**src/rtl/buzzer_sound_pkg.sv**
```systemverilog
// Shared melody IDs, tone codes, melody length/loop tables and scheduler state encoding
// for the door-lock buzzer sound scheduler.
package buzzer_sound_pkg;

  typedef enum logic [2:0] {
    MEL_NONE = 3'd0,
    MEL_KEY  = 3'd1,
    MEL_OPEN = 3'd2,
    MEL_ERR  = 3'd3,
    MEL_LOCK = 3'd4,
    MEL_PIPO = 3'd5
  } melody_e;

  localparam logic [3:0] TONE_OFF   = 4'd0;
  localparam logic [3:0] TONE_C     = 4'd1;
  localparam logic [3:0] TONE_E     = 4'd2;
  localparam logic [3:0] TONE_FS    = 4'd3;
  localparam logic [3:0] TONE_G     = 4'd4;
  localparam logic [3:0] TONE_GS    = 4'd5;
  localparam logic [3:0] TONE_HI_AS = 4'd6;
  localparam logic [3:0] TONE_HI_B  = 4'd7;
  localparam logic [3:0] TONE_HI_C  = 4'd8;
  localparam logic [3:0] TONE_HI_E  = 4'd9;
  localparam logic [3:0] TONE_HI_G  = 4'd10;

  typedef enum logic [1:0] {
    ST_IDLE = 2'd0,
    ST_PLAY = 2'd1,
    ST_GAP  = 2'd2
  } state_e;

  function automatic logic [2:0] melLen(melody_e id);
    case (id)
      MEL_KEY:            return 3'd1;
      MEL_OPEN, MEL_ERR:  return 3'd3;
      MEL_LOCK, MEL_PIPO: return 3'd4;
      default:            return 3'd0;
    endcase
  endfunction

  function automatic logic melLoops(melody_e id);
    return (id == MEL_LOCK) || (id == MEL_PIPO);
  endfunction

endpackage

```
**src/rtl/buzzer_melody_rom.sv**
```systemverilog
// Combinational melody table: (melody, note index) -> tone code, plus whether this is the
// melody's last note and whether the melody loops.
module buzzer_melody_rom
  import buzzer_sound_pkg::*;
(
  input  melody_e    melody_id_i,
  input  logic [1:0] note_idx_i,
  output logic [3:0] tone_code_o,
  output logic       last_note_o,
  output logic       loops_o
);

  always_comb begin
    tone_code_o = TONE_OFF;
    case (melody_id_i)
      MEL_KEY: begin
        if (note_idx_i == 2'd0) tone_code_o = TONE_C;
      end
      MEL_OPEN: begin
        case (note_idx_i)
          2'd0:    tone_code_o = TONE_E;
          2'd1:    tone_code_o = TONE_G;
          2'd2:    tone_code_o = TONE_HI_C;
          default: tone_code_o = TONE_OFF;
        endcase
      end
      MEL_ERR: begin
        case (note_idx_i)
          2'd0:    tone_code_o = TONE_HI_B;
          2'd1:    tone_code_o = TONE_HI_AS;
          2'd2:    tone_code_o = TONE_G;
          default: tone_code_o = TONE_OFF;
        endcase
      end
      MEL_LOCK: begin
        case (note_idx_i)
          2'd0:    tone_code_o = TONE_GS;
          2'd1:    tone_code_o = TONE_G;
          2'd2:    tone_code_o = TONE_FS;
          default: tone_code_o = TONE_G;
        endcase
      end
      MEL_PIPO: begin
        case (note_idx_i)
          2'd0, 2'd1: tone_code_o = TONE_HI_E;
          default:    tone_code_o = TONE_HI_G;
        endcase
      end
      default: tone_code_o = TONE_OFF;
    endcase
  end

  // MEL_NONE has length 0, so its "last index" becomes 7 and never matches.
  assign last_note_o = ({1'b0, note_idx_i} == (melLen(melody_id_i) - 3'd1));
  assign loops_o     = melLoops(melody_id_i);

endmodule

```
**src/rtl/buzzer_sound_scheduler.sv**
```systemverilog
// Arbitrates door-lock sound requests onto one tone generator and steps each melody note by note.
// Define BUZZER_NOTE_GAP_EN to insert GAP_TICKS silent cycles between notes.
module buzzer_sound_scheduler
  import buzzer_sound_pkg::*;
#(
  parameter int unsigned NOTE_TICKS = 5_000_000,
  parameter int unsigned GAP_TICKS  = 500_000,
  parameter int unsigned CNT_W      = 32
) (
  input  logic       clk,
  input  logic       reset,
  input  logic       key_req,
  input  logic       open_req,
  input  logic       err_req,
  input  logic       lock_req,
  input  logic       pipo_req,
  output logic [3:0] tone_code,
  output logic       busy,
  output logic [2:0] active_id,
  output logic       done
);

  localparam logic [CNT_W-1:0] NOTE_LAST = CNT_W'(NOTE_TICKS - 1);
  localparam logic [CNT_W-1:0] GAP_LAST  = CNT_W'(GAP_TICKS - 1);

  state_e           state_q;
  melody_e          activeId_q;
  logic [1:0]       noteIdx_q;
  logic [CNT_W-1:0] cnt_q;
  logic [3:0]       tone_q;
  logic             busy_q;
  logic             done_q;

  logic keyPrev_q, openPrev_q, errPrev_q;
  logic keyPend_q, openPend_q, errPend_q;
  logic keyPend_d, openPend_d, errPend_d;

  logic       keyRise, openRise, errRise;
  logic       oneShotPend, activeLevel;
  logic       grant, preempt, levelDrop, cntDone;
  melody_e    grantId, loadId;
  logic [1:0] nextIdx, loadIdx;
  logic [3:0] curTone, loadTone;
  logic       curLast, curLoops, loadLast, loadLoops;
  logic       unusedRomBits;

  assign keyRise  = key_req & ~keyPrev_q;
  assign openRise = open_req & ~openPrev_q;
  assign errRise  = err_req & ~errPrev_q;

  // Latched one-shots outrank the live level requests; levels are never latched.
  always_comb begin
    grantId = MEL_NONE;
    if (errPend_q)       grantId = MEL_ERR;
    else if (openPend_q) grantId = MEL_OPEN;
    else if (keyPend_q)  grantId = MEL_KEY;
    else if (lock_req)   grantId = MEL_LOCK;
    else if (pipo_req)   grantId = MEL_PIPO;
  end

  assign oneShotPend = keyPend_q | openPend_q | errPend_q;
  assign activeLevel = (activeId_q == MEL_LOCK) ? lock_req : pipo_req;
  assign preempt     = (state_q != ST_IDLE) && curLoops && oneShotPend;
  assign levelDrop   = (state_q != ST_IDLE) && curLoops && !activeLevel;
  assign grant       = ((state_q == ST_IDLE) && (grantId != MEL_NONE)) || preempt;
  assign cntDone     = (cnt_q == ((state_q == ST_GAP) ? GAP_LAST : NOTE_LAST));
  assign nextIdx     = curLast ? 2'd0 : noteIdx_q + 2'd1;

  // Leaving GAP the index was already advanced, so the load ROM reads it as-is.
  assign loadId  = grant ? grantId : activeId_q;
  assign loadIdx = grant ? 2'd0 : ((state_q == ST_GAP) ? noteIdx_q : nextIdx);

  // A rise on the grant cycle survives the clear, so a melody requested while playing replays.
  assign keyPend_d  = (keyPend_q  & ~(grant && (grantId == MEL_KEY)))  | keyRise;
  assign openPend_d = (openPend_q & ~(grant && (grantId == MEL_OPEN))) | openRise;
  assign errPend_d  = (errPend_q  & ~(grant && (grantId == MEL_ERR)))  | errRise;

  buzzer_melody_rom uCurRom (
    .melody_id_i (activeId_q),
    .note_idx_i  (noteIdx_q),
    .tone_code_o (curTone),
    .last_note_o (curLast),
    .loops_o     (curLoops)
  );

  buzzer_melody_rom uLoadRom (
    .melody_id_i (loadId),
    .note_idx_i  (loadIdx),
    .tone_code_o (loadTone),
    .last_note_o (loadLast),
    .loops_o     (loadLoops)
  );

  assign unusedRomBits = ^{curTone, loadLast, loadLoops};

  always_ff @(posedge clk or negedge reset) begin
    if (!reset) begin
      keyPrev_q  <= 1'b0;
      openPrev_q <= 1'b0;
      errPrev_q  <= 1'b0;
      keyPend_q  <= 1'b0;
      openPend_q <= 1'b0;
      errPend_q  <= 1'b0;
    end else begin
      keyPrev_q  <= key_req;
      openPrev_q <= open_req;
      errPrev_q  <= err_req;
      keyPend_q  <= keyPend_d;
      openPend_q <= openPend_d;
      errPend_q  <= errPend_d;
    end
  end

  always_ff @(posedge clk or negedge reset) begin
    if (!reset) begin
      state_q    <= ST_IDLE;
      activeId_q <= MEL_NONE;
      noteIdx_q  <= 2'd0;
      cnt_q      <= '0;
      tone_q     <= TONE_OFF;
      busy_q     <= 1'b0;
      done_q     <= 1'b0;
    end else begin
      done_q <= 1'b0;
      case (state_q)
        ST_IDLE: begin
          tone_q <= TONE_OFF;
          if (grant) begin
            state_q    <= ST_PLAY;
            activeId_q <= grantId;
            noteIdx_q  <= 2'd0;
            cnt_q      <= '0;
            tone_q     <= loadTone;
            busy_q     <= 1'b1;
          end
        end
        default: begin
          if (preempt) begin
            state_q    <= ST_PLAY;
            activeId_q <= grantId;
            noteIdx_q  <= 2'd0;
            cnt_q      <= '0;
            tone_q     <= loadTone;
            busy_q     <= 1'b1;
          end else if (levelDrop) begin
            state_q    <= ST_IDLE;
            activeId_q <= MEL_NONE;
            noteIdx_q  <= 2'd0;
            cnt_q      <= '0;
            tone_q     <= TONE_OFF;
            busy_q     <= 1'b0;
          end else if (!cntDone) begin
            cnt_q <= cnt_q + CNT_W'(1);
          end else if (state_q == ST_GAP) begin
            state_q <= ST_PLAY;
            cnt_q   <= '0;
            tone_q  <= loadTone;
          end else if (curLast && !curLoops) begin
            state_q    <= ST_IDLE;
            activeId_q <= MEL_NONE;
            noteIdx_q  <= 2'd0;
            cnt_q      <= '0;
            tone_q     <= TONE_OFF;
            busy_q     <= 1'b0;
            done_q     <= 1'b1;
          end else begin
`ifdef BUZZER_NOTE_GAP_EN
            state_q <= ST_GAP;
            tone_q  <= TONE_OFF;
`else
            tone_q  <= loadTone;
`endif
            noteIdx_q <= nextIdx;
            cnt_q     <= '0;
          end
        end
      endcase
    end
  end

  assign tone_code = tone_q;
  assign busy      = busy_q;
  assign active_id = activeId_q;
  assign done      = done_q;

endmodule
```
**config.mk**
```make
export PLATFORM = sky130hd
export DESIGN_NAME = buzzer_sound_scheduler
export DESIGN_NICKNAME = d
export VERILOG_FILES = /design/src/rtl/buzzer_sound_pkg.sv /design/src/rtl/buzzer_melody_rom.sv /design/src/rtl/buzzer_sound_scheduler.sv
export SDC_FILE = /design/constraint.sdc
export NUM_CORES = 1
export LEC_CHECK = 0
export ABC_AREA = 1
export BUFFER_PORTS_ARGS = -buffer_cell sky130_fd_sc_hd__buf_2
export CAP_MARGIN = 20
export CORE_UTILIZATION = 30
export CTS_CLUSTER_SIZE = 40
export DETAILED_ROUTE_END_ITERATION = 6
export GPL_ROUTABILITY_DRIVEN = 0
export PLACE_DENSITY_LB_ADDON = 0.25
export SYNTH_ARGS = -nofsm -noshare
export SYNTH_HDL_FRONTEND = slang
export SYNTH_SLANG_ARGS = --single-unit
```
**constraint.sdc**
```tcl
create_clock -name clk -period 1.95 [get_ports clk]
set_input_delay 0.195 -clock clk [delete_from_list [all_inputs] [get_ports clk]]
set_output_delay 0.195 -clock clk [all_outputs]
set_load 0.01 [all_outputs]
```
# ---- Yosys cells after proc, flatten, opt, wreduce, memory -nomap -nowiden
# Cells that the tools add are included.
dict set report op_classes {
  n_addsub 3
  n_eq_ne 20
  n_mux 63
  bitwise_logic 17
  reduce_logical 26
}
# operator n
set ops {}
lappend ops {{32-bit two-way mux} 5}
lappend ops {{2-bit two-way mux} 18}
lappend ops {{3-bit two-way mux} 12}
lappend ops {{32-bit by 1-bit adder with 32-bit output (second input constant)} 1}
lappend ops {{32-bit by 23-bit equality test with 1-bit output} 1}
lappend ops {{4-bit two-way mux} 7}
lappend ops {{23-bit two-way mux} 1}
lappend ops {{4-bit one-hot mux with 5 select lines} 1}
lappend ops {{3-bit by 2-bit equality test with 1-bit output (second input constant)} 6}
lappend ops {{3-bit one-hot mux with 3 select lines} 2}
lappend ops {{1-bit two-way mux} 15}
lappend ops {{3-bit equality test (second input constant)} 4}
lappend ops {{4-bit one-hot mux with 3 select lines} 1}
lappend ops {{3-bit by 1-bit equality test with 1-bit output (second input constant)} 3}
lappend ops {{3-bit AND reduction} 3}
lappend ops {{1-bit logical AND} 8}
lappend ops {{4-bit nonzero test} 2}
lappend ops {{1-bit AND} 6}
lappend ops {{1-bit inverter} 6}
lappend ops {{3-bit one-hot mux with 2 select lines} 1}
lappend ops {{2-bit OR reduction} 3}
lappend ops {{1-bit bitwise OR} 5}
lappend ops {{5-bit nonzero test} 1}
lappend ops {{2-bit equality test (second input constant)} 2}
lappend ops {{other kinds (12)} 15}
dict set report totals {
  reg_bits 51
  inputBits 7
  output_inout_bits 9
  word_cells 142
}

# ---- Longest topological paths before layout
# Gate-level depths: netlist of the first run.
dict set report depth {
  word_depth 19
  mapped_depth 13
  mapped_depth_nobuf 13
}

# ---- By module
# Synthesis of the first run repeated with hierarchy kept, for this count alone.
dict set report hier_totals {
  cells_unflattened 508
  area_unflattened_um2 3340.7
}
# mod n_inst cells_each area_per_inst_um2
set by_module_without_submodules {}
lappend by_module_without_submodules {buzzer_sound_scheduler 1 408 2837.7}
lappend by_module_without_submodules {buzzer_melody_rom 2 50 251.5}

# ---- Least setup slack after synthesis of the first run
# No wires, ideal clock.
dict set report synth_path {
  path_type {reg2reg}
  startpoint {reg cnt_q[1]}
  endpoint {reg cnt_q[18]}
  arrival_time_ns 1.472
  required_time_ns 1.827
  slack_ns 0.355
  path_stages_with_launch 12
  path_buffers 1
  synth_period_minus_slack_ns 1.595
  path_cell_list {dfrtp_1 ha_1 nand3_4 nor2_4 nand3_4 nor2_8 nor2_8 nor2_8 inv_4 buf_12 o21ai_2 nor2_2}
}
dict set report synth_via {
  elab_chain_cells 5
  word_cells_on_any_way 6
  cone_classes {1 x add/sub; 1 x eq/ne; 4 x mux}
}
# element line_no
set synth_lines {}
lappend synth_lines {{start: declaration} buzzer_sound_scheduler.sv:29} ;# logic [CNT_W-1:0] cnt_q;
lappend synth_lines {{start signal: assignment} buzzer_sound_scheduler.sv:153} ;# cnt_q <= cnt_q + CNT_W'(1);
lappend synth_lines {{32-bit by 1-bit adder with 32-bit output / 32-bit by 23-bit equality test with 1-bit output (equally long branches)} {buzzer_sound_scheduler.sv:153, buzzer_sound_scheduler.sv:66}}
lappend synth_lines {{32-bit two-way mux (*)} buzzer_sound_scheduler.sv:152} ;# end else if (!cntDone) begin
lappend synth_lines {{32-bit two-way mux (*)} buzzer_sound_scheduler.sv:145} ;# end else if (levelDrop) begin
lappend synth_lines {{32-bit two-way mux (*)} buzzer_sound_scheduler.sv:138} ;# if (preempt) begin
lappend synth_lines {{32-bit two-way mux (*)} buzzer_sound_scheduler.sv:125} ;# case (state_q)
# Every way passes the cells marked *; elsewhere a longest branch is shown, timed or not.
# A chain may end at the register's enable or synchronous reset.

# ---- Worst setup path after layout of the first run
dict set report layout_path {
  startpoint {reg cnt_q[15]}
  endpoint {reg cnt_q[9]}
}
dict set report layout_via {
  elab_chain_cells 5
}
# element line_no
set layout_lines {}
lappend layout_lines {{32-bit by 23-bit equality test with 1-bit output} buzzer_sound_scheduler.sv:66} ;# assign cntDone = (cnt_q == ((state_q == ST_GAP) ? GAP_LAST : NOTE_LAST));
lappend layout_lines {{32-bit two-way mux} buzzer_sound_scheduler.sv:152}
lappend layout_lines {{32-bit two-way mux} buzzer_sound_scheduler.sv:145}
lappend layout_lines {{32-bit two-way mux} buzzer_sound_scheduler.sv:138}
lappend layout_lines {{32-bit two-way mux} buzzer_sound_scheduler.sv:125}
# No other way between the ends.

==> run metrics, run 1 <==
outcome=finished, final reports clean; synthesized flop and latch total=49; final worst path period share=0.9288; 1st-iter DRT viols=141; I/O pin total=16; pwr/cell area=644.2 nW/um^2; Cells after DPL=611; mux cell area share after synthesis=0; most frequent cells in the layout=nand2_1 (120), nor2_1 (60), inv_1 (55); CTS H-Tree Depth=2; gr ovfl total=0; share of flip-flops with an asynchronous set or reset=1.000; Final Power=2382 uW; Detailed Route WL=7988 um; Tot GR Track Use=0.1566; largest net degree at the start of global routing=32; simple-gate portion of the synthesized area=0.4328; Hold Path Class=in -> async; CP startpoint kind=flop; initial core utilization=0.3108; CP Data Required Time=2.16 ns; post-CTS setup buffer count=0; Slew HR=0.6155; height of the die=105.7 um; Yosys Warn Count=0; first-pass GRT wire length=13,950 um; share of the synthesized area in the top cell type=0.3804; EDFF count, synth=0; compound-gate portion of the synthesized area=0.06949; Wirelength per Cell=12.82 um; Synth cell types=39; post_cts resized=0; Core Area=10,370 sq um; Post-Synthesis Cells=451; area of the multi-input gates=1719 sq um; filler cell count=1,133; layout cell share with drive strength beyond 1=0.1725; Reg2Reg Setup Slack=0.14 ns; Worst-Skew Late Latency=0.31 ns; Die Width=105.7 um; drt first pass iters=4; Post-Synthesis Cell Area=3223 sq um; FF-to-FF path depth=9; CTS Buf Count=5; diodes inserted=0; clock sink total=49; register area=1226 sq um; synth top area cells=dfrtp_1 (38%), nand2_1 (14%), nand3_1 (7.0%); root buf cell=clkbuf_8; Worst Path Max Fanout=9; CTS clock-pin slew for the worst setup and hold paths=0.10 ns; fin. max-slew vios=0; critical setup path kind=reg -> reg; final hold violation count=0; min cycle time layout=1.811 ns; Seq/Total Area, Yosys=0.3804; die area=11,160 sq um; Post-DRT Antenna Nets=0; adder-cell share of the synthesized area=0.003882; tightest hold margin=0.3673 ns; Mean Syn Cell Area=7.147 sq um; ys flop type=dfrtp_1; commonest non-fill, non-tap cell in the layout=nand2_1; Synth area leader=dfrtp_1; sum of negative setup slack=0 ns; Total Nets Final=494; Cell Rows=37; growth of design area from synthesis to finish=14.71%; number of global-route vias before repair=2,852; unrepaired setup endpoints after global routing=no; post-DP HPWL=6213 um; syn_nets=459; DR vias=2,920; max cap viols=0; CP arrival=2.02 ns; Final Setup Violations=0; Clock Tree Buf Depth=2; Peak Freq=0.5521 GHz; post-detailed-route DRC marker count=0; endpoint type of the worst setup path=flop; Peak VDD IR=0.3008 mV; Post-Synth XOR/XNOR Area=0.02717; Final Skew=0.01077 ns; TritonCTS clock tree=built; worst slew pin tran=0.5733 ns; main combinational cell family by area after synthesis=simple AND/OR/NAND/NOR gates; Via density=4.687; IO buf count=15; non-filler cells, final=623; leakage=0.001911 uW; initial antenna violation count=0
critical path: stages, from the launching register on:
cell     delay, ns
dfrtp_1       0.41
inv_1         0.16
nand2_1       0.07
nor2_1        0.16
nand3_1       0.24
nor2_8        0.21
nor2_8        0.07
nor2_8        0.10
buf_4         0.20
nor3_1        0.08
kinds of logic after synthesis:
| group | Yosys count |
|---|---|
| adder cells (fa/ha/maj) | 1 |
| buffers and inverters | 66 |
| AO/OA/AOI/OAI | 38 |
| AND/OR/NAND/NOR | 287 |
| XOR/XNOR | 10 |
| flip-flops | 49 |
sequential cells by signal, summed over array words and instances, names as in the netlist:
signal / flops
tone_code: 4
cnt_q: 32
busy: 1
noteIdx_q: 2
keyPrev_q: 1
active_id: 3
keyPend_q: 1
errPrev_q: 1
openPend_q: 1
openPrev_q: 1
errPend_q: 1
done: 1
through the flow:
stage | util | setup WS (ns) | instance area [sq um]
global route | 0.3565 | 0.001422 | 3697
CTS | 0.3565 | 0.1374 | 3697
finish | 0.3565 | 0.1388 | 3697
global placement | 0.3416 | 0.1484 | 3542
detailed placement | 0.3416 | 0.1627 | 3542
floorplan | - | 0.3547 | 3223
power breakdown:
part	total [uW]	internal (uW)	switching, uW	leakage, uW
sequential	1200	1100	97.7	0.000568
combinational	422	161	261	0.00129
clock	761	385	377	0.0000543
total	2380	1650	736	0.00191
timing repair:
action | CTS | global route
endpoints found under the setup margin | 0 | 0
hold buffers | 4 | 0
endpoints found under the hold margin | 21 | 0
cell type report:
type	instances	share of cell area
multi-input combinational	336	0.4650
sequential	49	0.3316
clock buffer	5	0.01861
inverter	61	0.06328
clock inverter	3	0.01252
timing repair buffer	33	0.06294
tap	136	0.04602
cell usage after synthesis (3+ instances only):
cell	count
nand2_2	14
nand3_1	45
dfrtp_1	49
nor2_8	3
nand2_1	120
nor3_2	3
nor2_1	60
nor2_2	10
a21oi_1	10
nor3_1	8
nand3_2	3
inv_2	3
nand4_1	9
o21ai_0	12
o21ai_2	3
inv_1	55
o22ai_1	6
xor2_1	9
metal layers:
metal  vias to the layer above  routed length (um)  GRT usage
met5                         -                   0          0
met4                         0                 187    0.04960
met3                        16                 356    0.02288
met2                        73                3688     0.2544
met1                      1323                3756     0.2135
li1                       1508                   -          -
final timing paths:
| path | start | end |
|---|---|---|
| worst max-delay path | cnt_q[15] | cnt_q[9] |
| worst min-delay path | reset | cnt_q[23] |
| worst max register to register | cnt_q[15] | cnt_q[9] |
| worst min register to register | openPrev_q | openPend_q |
| max in group asynchronous | reset | cnt_q[12] |
| min in group clk | pipo_req | cnt_q[30] |
Note: power is estimated with default switching activity, not from simulation.
==> run 2, diff against run 1 <==
--- a/config.mk
+++ b/config.mk
@@ -6,11 +6,13 @@
 export NUM_CORES = 1
 export LEC_CHECK = 0
 export ABC_AREA = 1
-export BUFFER_PORTS_ARGS = -buffer_cell sky130_fd_sc_hd__buf_2
 export CAP_MARGIN = 20
+export CELL_PAD_IN_SITES_DETAIL_PLACEMENT = 0
+export CELL_PAD_IN_SITES_GLOBAL_PLACEMENT = 1
 export CORE_UTILIZATION = 30
 export CTS_CLUSTER_SIZE = 40
 export DETAILED_ROUTE_END_ITERATION = 6
+export DONT_BUFFER_PORTS = 1
 export GPL_ROUTABILITY_DRIVEN = 0
 export PLACE_DENSITY_LB_ADDON = 0.25
 export SYNTH_ARGS = -nofsm -noshare
==> constraint.sdc (replaced) <==
create_clock -name clk -period 1.95 [get_ports clk]
set_input_delay 0.195 -clock clk [delete_from_list [all_inputs] [get_ports clk]]
set_output_delay 0.195 -clock clk [all_outputs]
set_load 0.02 [all_outputs]
==> run 2 against run 1 <==
Against the previous run:
- critical path depth up 1
- fmax up 1.6%
- first-iteration DRC count is 35% lower
- via count is 1.7% lower
- wire length rose by 4.0%
- combinational power barely moved
- highest routed layer unchanged
==> run metrics, run 2 (synthesis gave the netlist of run 1 again) <==
outcome=finished, final reports clean (unchanged); 1st-iter DRT viols=92 (was 141); Via density=4.699 (was 4.687); TritonCTS clock tree=built (unchanged); Reg2Reg Setup Slack=0.17 ns (was 0.14 ns); most frequent cells in the layout=nand2_1 (120), nor2_1 (59), inv_1 (55) (was nand2_1 (120), nor2_1 (60), inv_1 (55)); Hold Path Class=in -> reg (was in -> async); final worst path period share=0.9143 (was 0.9288); CP arrival=1.98 ns (was 2.02 ns); slowest stage cell, crit path=dfrtp_1 (unchanged); tightest hold margin=0.01769 ns (was 0.3673 ns); CP startpoint kind=flop (unchanged); fin. max-slew vios=0 (unchanged); Post-DRT Antenna Nets=0 (unchanged); commonest non-fill, non-tap cell in the layout=nand2_1 (unchanged); Die Width=105.7 um (unchanged); die area=11,160 sq um (unchanged); I/O pin total=16 (unchanged); Final Setup Violations=0 (unchanged); largest reg by FF count=cnt_q (unchanged); Cell Rows=37 (unchanged); pwr/cell area=653.6 nW/um^2 (was 644.2 nW/um^2); CTS H-Tree Depth=2 (unchanged); Worst-Skew Late Latency=0.31 ns (about the same); Detailed Route WL=8306 um (was 7988 um); Total Nets Final=482 (was 494); CP Data Required Time=2.15 ns (was 2.16 ns); endpoint type of the worst setup path=flop (unchanged); critical setup path kind=reg -> reg (unchanged); Final Skew=0.008064 ns (was 0.01077 ns); min cycle time layout=1.783 ns (was 1.811 ns); Clock Tree Buf Depth=2 (unchanged); Core Area=10,370 sq um (unchanged); Tot GR Track Use=0.1628 (was 0.1566); drt first pass iters=4 (unchanged); growth of design area from synthesis to finish=14.09% (was 14.71%); root buf cell=clkbuf_8 (unchanged); height of the die=105.7 um (unchanged); Peak VDD IR=0.2684 mV (was 0.3008 mV); worst slew pin tran=0.4807 ns (was 0.5733 ns); largest net degree at the start of global routing=50 (was 32); Slew HR=0.6776 (was 0.6155); max cap viols=0 (unchanged); gr ovfl total=0 (unchanged); post-detailed-route DRC marker count=0 (unchanged); clock sink total=49 (unchanged); unrepaired setup endpoints after global routing=no (unchanged); number of global-route vias before repair=2,908 (was 2,852); final hold violation count=0 (unchanged); leakage=0.001873 uW (was 0.001911 uW); post-DP HPWL=6505 um (was 6213 um); CTS clock-pin slew for the worst setup and hold paths=0.09 ns (was 0.10 ns); CTS Buf Count=5 (unchanged); initial antenna violation count=0 (unchanged); IO buf count=0 (was 15); crit path cell chain=inv_1 -> nand3_1 -> nor2_1 -> nand3_4 -> nor2_8 -> nor2_8 -> inv_1 -> nand2_1 -> nand2_1 -> nand3_1 (was inv_1 -> nand2_1 -> nor2_1 -> nand3_1 -> nor2_8 -> nor2_8 -> nor2_8 -> buf_4 -> nor3_1); Slowest Stage Delay on Critical Path=0.41 ns (about the same); DR vias=2,871 (was 2,920); layout cell share with drive strength beyond 1=0.1558 (was 0.1725); first-pass GRT wire length=14,370 um (was 13,950 um); Wirelength per Cell=13.59 um (was 12.82 um); max reg flops=32 (unchanged); initial core utilization=0.3108 (unchanged); sum of negative setup slack=0 ns (unchanged); Peak Freq=0.5609 GHz (was 0.5521 GHz); diodes inserted=0 (unchanged); Worst Path Max Fanout=8 (was 9)
-- run 2: area by class of cell --
type                            count  area, sq um
Clock inverter                      2        37.54
Tap cell                          136        170.2
Multi-Input combinational cell    336         1727
Clock buffer                        6        82.58
Fill cell                        1158         6693
Inverter                           61        234.0
Timing Repair Buffer               21        200.2
Sequential cell                    49         1226
-- run 2: final timing paths --
kind	startpoint	endpoint	cells after the start
max reg2reg	cnt_q[28]	active_id[1]	10
max	cnt_q[28]	active_id[1]	10
min in group asynchronous	reset	cnt_q[21]	2
max in group asynchronous	reset	cnt_q[10]	2
min reg2reg	openPrev_q	openPend_q	1
min	open_req	openPend_q	2
-- run 2: power by group --
part / switching, uW / internal, uW / total [uW] / leakage (uW)
sequential: 98.6 / 1100 / 1200 / 0.000568
combinational: 261 / 159 / 419 / 0.00125
clock: 367 / 418 / 784 / 0.0000574
total: 726 / 1680 / 2400 / 0.00187
-- run 2: routing by layer --
metal  up-vias  wire length (um)  track usage
li1       1491                 -            -
met1      1342              4021       0.2144
met2        33              3983       0.2820
met3         5               243      0.02474
met4         0                58      0.03274
met5         -                 0            0
-- run 2: per-stage QoR --
stage	total power (uW)	setup slack [ns]	cells	cell area (sq um)	utilization
3_5_place_dp	1606	0.1643	597	3462	0.3339
6_report	2403	0.1671	611	3677	0.3546
5_1_grt	2566	0.002756	611	3677	0.3546
4_1_cts	2448	0.1457	610	3650	0.3520
3_3_place_gp	1605	0.1516	597	3462	0.3339
2_1_floorplan	1521	0.3069	451	3223	-
-- run 2: critical path: cells and delay by family, from the launching register on --
family                 cells  cell delay [ns]
and+or+nand+nor            8             0.94
buffers and inverters      2             0.32
DFF                        1             0.41
-- run 2: timing repair --
item,in CTS,in global routing
hold endpoints to repair,52,0
gates resized for setup,0,2
endpoints found under the setup margin,0,6
hold buffers,5,0
buffers inserted,0,1
